**src/rtl/capture_sweep_ctrl_pkg.sv**
```systemverilog
// -----------------------------------------------------------------------------
// capture_sweep_ctrl_pkg
// Shared definitions for the capture sweep sequencer: state encoding, data and
// count widths, the default sweep depth, and the byte-level req/ack constants
// that the I2C EEPROM writer uses on its side of the handshake.
// -----------------------------------------------------------------------------
package capture_sweep_ctrl_pkg;

    // Width of one captured sample and of one byte handed to the EEPROM writer.
    localparam int DATA_W = 8;

    // Width of the byte counter. It must hold DEPTH itself, because it never
    // wraps and stops at exactly DEPTH.
    localparam int COUNT_W = 9;

    // Samples per sweep. Must equal the capture buffer's fill count.
    localparam int DEFAULT_DEPTH = 256;

    // Byte handshake with the I2C EEPROM writer. The writer samples i2c_data
    // while i2c_req is at I2C_REQ_ASSERT and answers with I2C_ACK_ACCEPT for
    // exactly the cycle in which it takes the byte.
    localparam logic I2C_REQ_ASSERT = 1'b1;
    localparam logic I2C_ACK_ACCEPT = 1'b1;

    // Sweep sequencer states (4-bit encoding).
    typedef enum logic [3:0] {
        ST_IDLE     = 4'd0,  // waiting for start
        ST_ARM      = 4'd1,  // enable the buffer for one cycle
        ST_FILL     = 4'd2,  // waiting for the next ADC sample
        ST_WGAP     = 4'd3,  // mandatory idle gap after a buffer write
        ST_FULLWAIT = 4'd4,  // waiting for the buffer to report full
        ST_RSTB     = 4'd5,  // buffer read strobe
        ST_RLAT     = 4'd6,  // buffer read latency
        ST_SEND     = 4'd7,  // byte offered to the EEPROM writer
        ST_FIN      = 4'd8   // sweep complete, done pulse
    } state_t;

    // Largest of three delay settings; sizes the shared delay counter.
    function automatic int max3(input int a, input int b, input int c);
        int m;
        m = a;
        if (b > m) m = b;
        if (c > m) m = c;
        return m;
    endfunction

endpackage

```
**src/rtl/capture_sweep_ctrl_cycle_delay_counter.sv**
```systemverilog
// -----------------------------------------------------------------------------
// cycle_delay_counter
// Loadable down-counter shared by the write gap, the read latency and the
// full-flag timeout of the capture sweep sequencer. Loading value N makes
// 'expired' rise N cycles later; the counter then rests at zero until the next
// load, so 'expired' stays high while it is idle.
// -----------------------------------------------------------------------------
module cycle_delay_counter
    import capture_sweep_ctrl_pkg::*;
#(
    parameter int W = 5
) (
    input  logic         clk,
    input  logic         rst_n,
    input  logic         load,
    input  logic [W-1:0] load_val,
    output logic         expired
);

    logic [W-1:0] cnt_q;

    // Count down from the loaded value and hold at zero.
    always_ff @(posedge clk or negedge rst_n) begin
        // NOTE: clocked state always uses non-blocking '<=' so every register
        // samples the pre-edge values of its neighbours, whatever the order of
        // the statements or of the always blocks.
        if (!rst_n) begin
            cnt_q <= '0;
        end else if (load) begin
            cnt_q <= load_val;
        end else if (cnt_q != '0) begin
            cnt_q <= cnt_q - W'(1);
        end
    end

    assign expired = (cnt_q == '0);

endmodule

```
**src/rtl/capture_sweep_ctrl.sv**
```systemverilog
// -----------------------------------------------------------------------------
// capture_sweep_ctrl
// Owns the 8-bit capture buffer and shares it between the ADC sample stream and
// the I2C EEPROM writer. One sweep writes DEPTH samples into the buffer, waits
// for the buffer to report full, then reads each byte back and offers it to the
// EEPROM writer under a req/ack handshake.
//
// WR_GAP and RD_LAT must both be at least 1: the buffer advances its internal
// state on the falling edge and needs two cycles between write strobes, and the
// read path always has at least one cycle of latency.
// -----------------------------------------------------------------------------
module capture_sweep_ctrl
    import capture_sweep_ctrl_pkg::*;
#(
    parameter int DEPTH    = DEFAULT_DEPTH,
    parameter int WR_GAP   = 2,
    parameter int RD_LAT   = 2,
    parameter int FULL_TMO = 16
) (
    input  logic               clk,
    input  logic               rst_n,

    input  logic               start,
    input  logic               adc_valid,
    input  logic [DATA_W-1:0]  adc_data,

    output logic               mem_en,
    output logic               mem_write_en,
    output logic [DATA_W-1:0]  mem_data_in,
    input  logic               mem_is_full,
    output logic               mem_read_en,
    input  logic [DATA_W-1:0]  mem_data_out,

    output logic               i2c_req,
    output logic [DATA_W-1:0]  i2c_data,
    input  logic               i2c_ack,

    output logic               busy,
    output logic               done,
    output logic               error,
    output logic [COUNT_W-1:0] count
);

    // Shared delay counter sizing and the per-phase load values. A load of
    // N-1 on the edge entering a phase keeps the sequencer in that phase for
    // exactly N cycles, leaving on the cycle the counter reads zero.
    localparam int DLY_MAX = max3(WR_GAP, RD_LAT, FULL_TMO);
    localparam int DLY_W   = $clog2(DLY_MAX + 1);

    localparam logic [DLY_W-1:0]   WGAP_LOAD = DLY_W'(WR_GAP - 1);
    localparam logic [DLY_W-1:0]   RLAT_LOAD = DLY_W'(RD_LAT - 1);
    localparam logic [DLY_W-1:0]   TMO_LOAD  = DLY_W'(FULL_TMO - 1);
    localparam logic [COUNT_W-1:0] DEPTH_C   = COUNT_W'(DEPTH);

    state_t             state_q;
    state_t             state_d;

    logic               dly_load;
    logic [DLY_W-1:0]   dly_val;
    logic               dly_expired;

    logic [COUNT_W-1:0] count_q;
    logic               wr_stb_q;
    logic [DATA_W-1:0]  wr_data_q;
    logic [DATA_W-1:0]  i2c_data_q;
    logic               error_q;

    // Qualified events, decoded once and shared by the FSM and the datapath.
    logic sweep_start;   // start accepted (only while idle)
    logic sample_take;   // ADC sample accepted in FILL
    logic fill_done;     // last write gap finished with DEPTH samples stored
    logic full_seen;     // buffer reports full while we wait for it
    logic full_tmo;      // full flag did not arrive within FULL_TMO cycles
    logic byte_ready;    // read latency elapsed, buffer output is valid
    logic byte_acked;    // EEPROM writer took the offered byte
    logic last_byte;     // the byte being acked is the final one of the sweep

    assign sweep_start = (state_q == ST_IDLE) && start;
    assign sample_take = (state_q == ST_FILL) && adc_valid;
    assign fill_done   = (state_q == ST_WGAP) && dly_expired && (count_q == DEPTH_C);
    assign full_seen   = (state_q == ST_FULLWAIT) && mem_is_full;
    assign full_tmo    = (state_q == ST_FULLWAIT) && !mem_is_full && dly_expired;
    assign byte_ready  = (state_q == ST_RLAT) && dly_expired;
    assign byte_acked  = (state_q == ST_SEND) && (i2c_ack == I2C_ACK_ACCEPT);
    assign last_byte   = ((count_q + COUNT_W'(1)) == DEPTH_C);

    // One counter serves all timed phases; they never overlap, so the load
    // comes from whichever transition enters a timed phase.
    cycle_delay_counter #(
        .W (DLY_W)
    ) u_delay (
        .clk      (clk),
        .rst_n    (rst_n),
        .load     (dly_load),
        .load_val (dly_val),
        .expired  (dly_expired)
    );

    // Select the delay counter load for the phase being entered.
    always_comb begin
        // NOTE: every signal assigned in a combinational block gets a default
        // first, so no path leaves it unassigned and no latch is inferred.
        dly_load = 1'b0;
        dly_val  = '0;
        if (sample_take) begin
            dly_load = 1'b1;
            dly_val  = WGAP_LOAD;
        end else if (fill_done) begin
            dly_load = 1'b1;
            dly_val  = TMO_LOAD;
        end else if (state_q == ST_RSTB) begin
            dly_load = 1'b1;
            dly_val  = RLAT_LOAD;
        end
    end

    // State register.
    always_ff @(posedge clk or negedge rst_n) begin
        if (!rst_n) begin
            state_q <= ST_IDLE;
        end else begin
            state_q <= state_d;
        end
    end

    // Next-state decode.
    always_comb begin
        state_d = state_q;
        unique case (state_q)
            ST_IDLE:     if (start)       state_d = ST_ARM;
            ST_ARM:                       state_d = ST_FILL;
            ST_FILL:     if (adc_valid)   state_d = ST_WGAP;
            ST_WGAP: begin
                if (dly_expired) begin
                    state_d = (count_q == DEPTH_C) ? ST_FULLWAIT : ST_FILL;
                end
            end
            ST_FULLWAIT: begin
                if (mem_is_full) begin
                    state_d = ST_RSTB;
                end else if (dly_expired) begin
                    state_d = ST_FIN;
                end
            end
            ST_RSTB:                      state_d = ST_RLAT;
            ST_RLAT:     if (dly_expired) state_d = ST_SEND;
            ST_SEND: begin
                if (i2c_ack == I2C_ACK_ACCEPT) begin
                    state_d = last_byte ? ST_FIN : ST_RSTB;
                end
            end
            ST_FIN:                       state_d = ST_IDLE;
            default:                      state_d = ST_IDLE;
        endcase
    end

    // Datapath: byte counter, registered write strobe/data, outgoing I2C
    // byte and the sticky timeout flag.
    always_ff @(posedge clk or negedge rst_n) begin
        if (!rst_n) begin
            count_q    <= '0;
            wr_stb_q   <= 1'b0;
            wr_data_q  <= '0;
            i2c_data_q <= '0;
            error_q    <= 1'b0;
        end else begin
            // The write strobe follows the accepting FILL cycle and lasts one
            // cycle; the WGAP that follows keeps the next one WR_GAP+1 away.
            wr_stb_q <= sample_take;
            if (sample_take) begin
                wr_data_q <= adc_data;
            end

            // Counts writes during fill, restarts at zero for the drain.
            if (sweep_start || full_seen) begin
                count_q <= '0;
            end else if (sample_take || byte_acked) begin
                count_q <= count_q + COUNT_W'(1);
            end

            // Held stable for the whole SEND phase.
            if (byte_ready) begin
                i2c_data_q <= mem_data_out;
            end

            if (sweep_start) begin
                error_q <= 1'b0;
            end else if (full_tmo) begin
                error_q <= 1'b1;
            end
        end
    end

    // Output decode from the current state and the datapath registers.
    always_comb begin
        mem_en       = (state_q == ST_ARM);
        mem_write_en = wr_stb_q;
        mem_data_in  = wr_data_q;
        mem_read_en  = (state_q == ST_RSTB);
        i2c_req      = (state_q == ST_SEND) ? I2C_REQ_ASSERT : ~I2C_REQ_ASSERT;
        i2c_data     = i2c_data_q;
        busy         = (state_q != ST_IDLE);
        done         = (state_q == ST_FIN);
        error        = error_q;
        count        = count_q;
    end

endmodule

```
**config.mk**
```make
export PLATFORM = sky130hd
export DESIGN_NAME = capture_sweep_ctrl
export DESIGN_NICKNAME = d
export VERILOG_FILES = /design/src/rtl/capture_sweep_ctrl_pkg.sv /design/src/rtl/capture_sweep_ctrl_cycle_delay_counter.sv /design/src/rtl/capture_sweep_ctrl.sv
export SDC_FILE = /design/constraint.sdc
export NUM_CORES = 1
export LEC_CHECK = 0
export ABC_AREA = 0
export CAP_MARGIN = 20
export CORE_ASPECT_RATIO = 0.75
export CORE_UTILIZATION = 30
export DETAILED_ROUTE_END_ITERATION = 8
export PLACE_DENSITY = 0.56
export SLEW_MARGIN = 20
export SYNTH_ARGS = -nofsm -noshare
export SYNTH_HDL_FRONTEND = slang
export SYNTH_SLANG_ARGS = --single-unit
export TNS_END_PERCENT = 5
```
**constraint.sdc**
```tcl
create_clock -name clk -period 3.23 [get_ports clk]
set_clock_uncertainty 0.1 [all_clocks]
set_input_delay 0.4845 -clock clk [delete_from_list [all_inputs] [get_ports clk]]
set_output_delay 0.4845 -clock clk [all_outputs]
set_load 0.005 [all_outputs]
```
==> flow_metrics.py, run 1 <==
metrics = {
    "cells_and_area": {
        "nFillCells": 652,
        "drive_above_1_share": 0.170,
        "mostFrequentLayoutCells": "clkdlybuf4s50_1 (52), dfrtp_1 (36), o21ai_0 (19), mux2_2 (16), nor2_1 (15)",
        "final_common_cell": "clkdlybuf4s50_1",
        "insertedDiodeCount": 0,
        "regArea_sq_um": 901,
        "multiInputGateArea_sq_um": 1020,
        "syn_to_final_growth_pct": 32.0,
        "nets": 272,
    },
    "synth": {
        "synthCells": 196,
        "async_flop_share": 1.00,
        "ys_types": 57,
        "yosysWarningCount": 0,
        "synth_area_per_cell_sq_um": 10.4,
        "synth.area.top_cells": "dfrtp_1 (44%), mux2_2 (8.8%), o21ai_0 (4.7%)",
        "syn_nets": 222,
        "synth_edf_count": 0,
        "netlist.area_leader.share": 0.441,
        "syn_area_sq_um": 2040,
        "yosysSeqAreaShare": 0.441,
        "yosys.area.top_type": "dfrtp_1",
        "synthFlopType": "dfrtp_1",
        "synth_seq_cells": 36,
    },
    "power": {
        "p_leak_nw": 1.11,
        "p_per_area_nw_per_um2": 863,
        "switchingPower_uw": 830,
        "combinationalPowerShare": 0.481,
        "swShare": 0.357,
        "p_clk_frac": 0.170,
        "p_int_mw": 1.50,
        "vdd_drop_max_v": 0.000279,
        "p_seq_frac": 0.349,
    },
    "clock_network": {
        "insertion_delay_ps": 290,
        "cts-htree-levels": 2,
        "ctsHoldBuffers": 0,
        "cts_root_buffer": "clkbuf_8",
        "cts.clk_slew.worst_paths_ps": 70,
        "post_cts_buffers": 0,
        "cts_tree": "yes",
        "numCtsBuffers": 5,
        "cts_sinks": 36,
        "postCtsResizedCells": 0,
        "cts_buffer_depth": 2,
    },
    "detailed_routing": {
        "drt_iter0_drc": 95,
        "drc_errors": 0,
        "routed_wl_mm": 4.66,
        "routedWlPerCell_um": 14.2,
        "antenna_left": 0,
        "vias_per_cell": 5.01,
        "dr.pass1.iters": 4,
        "vias": 1643,
    },
    "worst_setup_path": {
        "start_kind": "flop",
        "r2r_start": "count[0]",
        "critical_path.max_stage_delay_ps": 600,
        "cp.arrival_ps": 2070,
        "reg2regPathDepth": 6,
        "rrSetupSlack_ps": 980,
        "cp-end-kind": "primary output",
        "worst-path-stages": 3,
        "path_cells": "or2b_2 > nor2_1 > clkdlybuf4s50_1",
        "path_class": "flop to primary output",
        "critPathSlowestCell": "dfrtp_1",
        "path_delay_family": "simple AND/OR/NAND/NOR gates",
        "crit_path_start": "state_q[2]",
        "cp.required_ps": 2650,
        "r2r_end": "state_q[2]",
        "path_buf_inv": 1,
        "path_max_fanout": 13,
        "cp-endpoint": "mem_read_en",
    },
    "global_route": {
        "antenna_found_initial": 0,
        "grt_usage": 0.138,
        "grt.overflow.total": 0,
        "grt_pass1_wl_mm": 7.69,
        "grt_pass1_vias": 1577,
        "grt_max_degree": 37,
    },
    "floorplan": {
        "ios": 54,
        "die_h_um": 73.5,
        "die_x_um": 97.3,
        "core_region_area_sq_um": 6440,
        "die_area_sq_um": 7140,
        "floorplan.initialDensity": 0.317,
        "rows": 25,
    },
    "placed_design": {
        "place_ws_ps": 928,
        "gp_congestion": 0.809,
        "portBuffers": 53,
        "dpl.hpwl_mm": 3.40,
    },
    "timing": {
        "finalWorstSetupSlack_ps": 580,
        "setup_tns_ps": 0,
        "slew_violations": 0,
        "fin_crit_ps": 2650,
        "max_freq_mhz": 377,
        "setup_viol": 0,
        "hold_viol": 0,
        "fin_crit_sh": 0.821,
        "worst_slew_pin_slew_ps": 834,
        "rsz0062_at_grt": "false",
        "slew_headroom": 0.444,
    },
    "hold_path": {
        "hp-class": "input pin to async pin",
    },
    "run": {
        "cap_viol_max_count": 0,
    },
    "status": {
        "status": "finished, final reports clean",
    },
}
==> worst reg2reg max path, delay by kind of cell (launching register included) <==
family          cells  cell delay [ps]
xor+xnor            1              210
compound gates      3              800
fa+ha+maj           1              380
flops               1              490
simple gates        1              130
==> through the flow <==
stage / power (mW) / util / area [sq um] / hold WS [ps] / instances
5_1_grt: 2.52 / 0.418 / 2700 / 250 / 328
2_1_floorplan: 1.49 / - / 2040 / 88.9 / 196
3_5_place_dp: 1.94 / 0.401 / 2580 / 393 / 320
4_1_cts: 2.35 / 0.418 / 2700 / 215 / 328
6_report: 2.33 / 0.418 / 2700 / 190 / 328
3_3_place_gp: 1.94 / 0.401 / 2580 / 389 / 320
==> layer usage <==
layer,up-vias,global-route usage,wire length (um)
met4,0,0.0556,59
met2,52,0.196,1870
met1,789,0.191,2370
li1,797,-,-
met3,5,0.0514,359
met5,-,0,0
==> cell usage after synthesis (3+ instances only) <==
library cell	n
xnor2_1	3
ha_1	4
nand2_1	12
nor3_1	4
dfrtp_1	36
o21ai_0	19
a21oi_1	5
xor2_1	4
nor2_1	15
buf_2	4
clkbuf_8	3
mux2_2	16
inv_1	7
nand2b_1	4
nand3_1	5
a31oi_1	3
==> sequential cells by signal, summed over array words and instances (netlist names) <==
signal,flops
state_q,4
u_delay.cnt_q,5
i2c_data,8
mem_write_en,1
mem_data_in,8
error,1
count,9
==> power groups by stage <==
stage               clock (mW)  sequential, mW  combinational, mW
floorplan                    0           0.752              0.740
global placement             0           0.814               1.13
detailed placement           0           0.818               1.12
CTS                      0.414           0.810               1.13
global route             0.424           0.846               1.25
finish                   0.395           0.812               1.12
==> cell type report <==
| cell class | count | area share |
|---|---|---|
| inverters | 7 | 0.00975 |
| multi-input cells | 142 | 0.379 |
| clock inverters | 3 | 0.0158 |
| flip-flops and latches | 36 | 0.334 |
| well taps | 81 | 0.0376 |
| repair buffers | 54 | 0.198 |
| clock buffers | 5 | 0.0255 |
==> cell families after synthesis <==
group           synth area share
simple gates               0.198
compound gates             0.143
flops                      0.441
mux                        0.105
buf+inv                   0.0582
xor+xnor                  0.0300
fa+ha+maj                 0.0245
==> worst min-delay path by stage <==
stage | start | endpoint | cells after the start
2_1_floorplan | rst_n | count[0] | 0
3_3_place_gp | mem_data_in[5] | mem_data_in[5] | 1
3_5_place_dp | i2c_data[7] | i2c_data[7] | 1
4_1_cts | rst_n | mem_write_en | 1
5_1_grt | rst_n | count[1] | 1
6_report | rst_n | count[1] | 1
No activity file was read; power rests on OpenSTA's default activity.
==> run 2, diff against run 1 <==
--- a/config.mk
+++ b/config.mk
@@ -10,7 +10,7 @@
 export CORE_ASPECT_RATIO = 0.75
 export CORE_UTILIZATION = 30
 export DETAILED_ROUTE_END_ITERATION = 8
-export PLACE_DENSITY = 0.56
+export PLACE_DENSITY = 0.58
 export SLEW_MARGIN = 20
 export SYNTH_ARGS = -nofsm -noshare
 export SYNTH_HDL_FRONTEND = slang
==> constraint.sdc (replaced) <==
create_clock -name clk -period 2.1 [get_ports clk]
set_clock_uncertainty 0.1 [all_clocks]
set_input_delay 0.315 -clock clk [delete_from_list [all_inputs] [get_ports clk]]
set_output_delay 0.315 -clock clk [all_outputs]
set_load 0.005 [all_outputs]
==> run 2 against run 1 <==
Effect of this change:
- the run now ends with setup timing left
- design area increased by 8.2%
- register-to-register slack got worse by 930 ps
- power increased by 66%
- via count increased by 8.9%
==> flow_metrics.py, run 2 (synthesis gave the netlist of run 1 again) <==
metrics = {
    "floorplan": {
        "rows": 25,
        "die_x_um": 97.3,
        "core_region_area_sq_um": 6440,
        "die_h_um": 73.5,
        "ios": 54,
        "die_area_sq_um": 7140,
        "floorplan.initialDensity": 0.317,
    },
    "worst_setup_path": {
        "cp.required_ps": 1680,
        "r2r_end": "state_q[2]",
        "start_kind": "flop",
        "path_buf_inv": 2,
        "path_delay_family": "buffers and inverters",
        "reg2regPathDepth": 7,
        "r2r_start": "u_delay.cnt_q[1]",
        "rrSetupSlack_ps": 50,
        "path_class": "flop to primary output",
        "critPathSlowestCell": "clkdlybuf4s50_1",
        "path_cells": "buf_4 > and4b_2 > clkdlybuf4s50_1",
        "cp-end-kind": "primary output",
        "critical_path.max_stage_delay_ps": 510,
        "cp.arrival_ps": 1690,
        "path_max_fanout": 10,
    },
    "cells_and_area": {
        "drive_above_1_share": 0.273,
        "nets": 292,
        "multiInputGateArea_sq_um": 1070,
        "syn_to_final_growth_pct": 42.8,
        "nFillCells": 631,
        "final_common_cell": "clkdlybuf4s50_1",
        "mostFrequentLayoutCells": "clkdlybuf4s50_1 (49), dfrtp_1 (35), o21ai_0 (19), buf_4 (18), mux2_2 (16)",
        "regArea_sq_um": 902,
        "finalCoreUtilization": 0.452,
        "largest_register_ffs": 9,
        "insertedDiodeCount": 0,
    },
    "timing": {
        "hold_viol": 0,
        "fin_crit_sh": 1.00,
        "worst_slew_pin_slew_ps": 558,
        "slew_headroom": 0.628,
        "rsz0062_at_grt": "true",
        "finalWorstSetupSlack_ps": -3.97,
        "max_freq_mhz": 475,
        "setup_viol": 1,
        "fin_crit_ps": 2100,
        "slew_violations": 0,
    },
    "placed_design": {
        "dpl.hpwl_mm": 3.73,
        "portBuffers": 53,
        "gp_congestion": 0.846,
        "place_ws_ps": -42.8,
    },
    "global_route": {
        "grt_pass1_vias": 1705,
        "grt.overflow.total": 0,
        "antenna_found_initial": 0,
        "grt_max_degree": 26,
        "grt_usage": 0.148,
        "grt_pass1_wl_mm": 8.24,
    },
    "hold_path": {
        "hold_depth": 1,
        "holdCritStartpoint": "i2c_data[5]",
        "hold_end": "i2c_data[5]",
        "hp-class": "flop to flop",
    },
    "detailed_routing": {
        "antenna_left": 0,
        "drc_errors": 0,
        "drt_iter0_drc": 90,
        "routed_wl_mm": 5.03,
        "vias": 1790,
        "dr.pass1.iters": 4,
        "routedWlPerCell_um": 14.5,
        "vias_per_cell": 5.14,
    },
    "clock_network": {
        "cts_buffer_depth": 2,
        "cts_tree": "yes",
        "cts_root_buffer": "clkbuf_8",
        "cts.clk_slew.worst_paths_ps": 70,
        "cts_sinks": 36,
        "cts-htree-levels": 2,
        "numCtsBuffers": 5,
        "insertion_delay_ps": 290,
    },
    "power": {
        "p_total_mw": 3.86,
        "vdd_drop_max_v": 0.000600,
        "p_per_area_nw_per_um2": 1320,
        "p_leak_nw": 1.24,
    },
    "status": {
        "violations": "setup timing",
        "status": "finished, violations left",
    },
    "run": {
        "cap_viol_max_count": 0,
    },
}
==> run 2: cell types whose count changed in the layout (fill, tap and decap cells not counted), moves of 3 or more <==
cell | before | now
clkdlybuf4s50_1 | 52 | 49
nor2_1 | 15 | 12
or2_4 | 0 | 3
buf_4 | 1 | 18
==> run 2: how the worst max path moves through the flow <==
stage | start | depth (start not counted) | to
floorplan | count[0] | 7 | state_q[3]
global placement | u_delay.cnt_q[0] | 7 | state_q[2]
detailed placement | u_delay.cnt_q[0] | 7 | state_q[2]
CTS | u_delay.cnt_q[0] | 7 | state_q[2]
global route | state_q[3] | 3 | i2c_req
finish | state_q[3] | 3 | i2c_req
==> run 2: layer usage <==
metal | vias to the layer above | wire, um | track usage
met5 | - | 0 | 0
met4 | 0 | 44 | 0.0507
met3 | 4 | 383 | 0.0419
met2 | 66 | 2060 | 0.208
met1 | 876 | 2550 | 0.218
li1 | 844 | - | -
==> run 2: worst reg2reg max path, delay by kind of cell (launching register included) <==
| kind | cells | cell delay, ps |
|---|---|---|
| compound gates | 3 | 500 |
| fa+ha+maj | 1 | 190 |
| buf+inv | 1 | 70 |
| flops | 1 | 400 |
| simple gates | 2 | 670 |
==> run 2: report_power, final <==
part	switching, mW	leakage, nW	internal [mW]	total, mW
sequential	0.186	0.446	0.971	1.16
combinational	0.924	0.745	1.16	2.08
clock	0.263	0.0541	0.351	0.614
==> run 2: cell type report <==
| type | instances | area share |
|---|---|---|
| clock buffers | 5 | 0.0236 |
| clock inverters | 3 | 0.0146 |
| inverters | 7 | 0.00901 |
| multi-input cells | 142 | 0.367 |
| flip-flops and latches | 36 | 0.309 |
| well taps | 81 | 0.0348 |
| repair buffers | 74 | 0.242 |
==> run 2: timing repair <==
item,in CTS,in global routing
setup buffers,2,0
endpoints found under the setup margin,8,16
gates resized for setup,8,13
pin swaps,2,1
hold buffers,1,0
endpoints found under the hold margin,23,0
==> run 2: metrics by stage <==
stage	hold slack (ps)	cell area (sq um)	instances	TNS, ps
floorplan	-80.6	2040	196	0
global placement	251	2720	337	0
detailed placement	250	2720	337	-42.8
CTS	411	2880	348	-40.8
global route	435	2920	348	-133
finish	408	2920	348	-3.97
==> run 3, diff against run 2 <==
--- a/config.mk
+++ b/config.mk
@@ -15,4 +15,4 @@
 export SYNTH_ARGS = -nofsm -noshare
 export SYNTH_HDL_FRONTEND = slang
 export SYNTH_SLANG_ARGS = --single-unit
-export TNS_END_PERCENT = 5
+export TNS_END_PERCENT = 10
==> results of run 3 <==
Same layout as run 2: the final DEF is identical, and so are final timing and power.
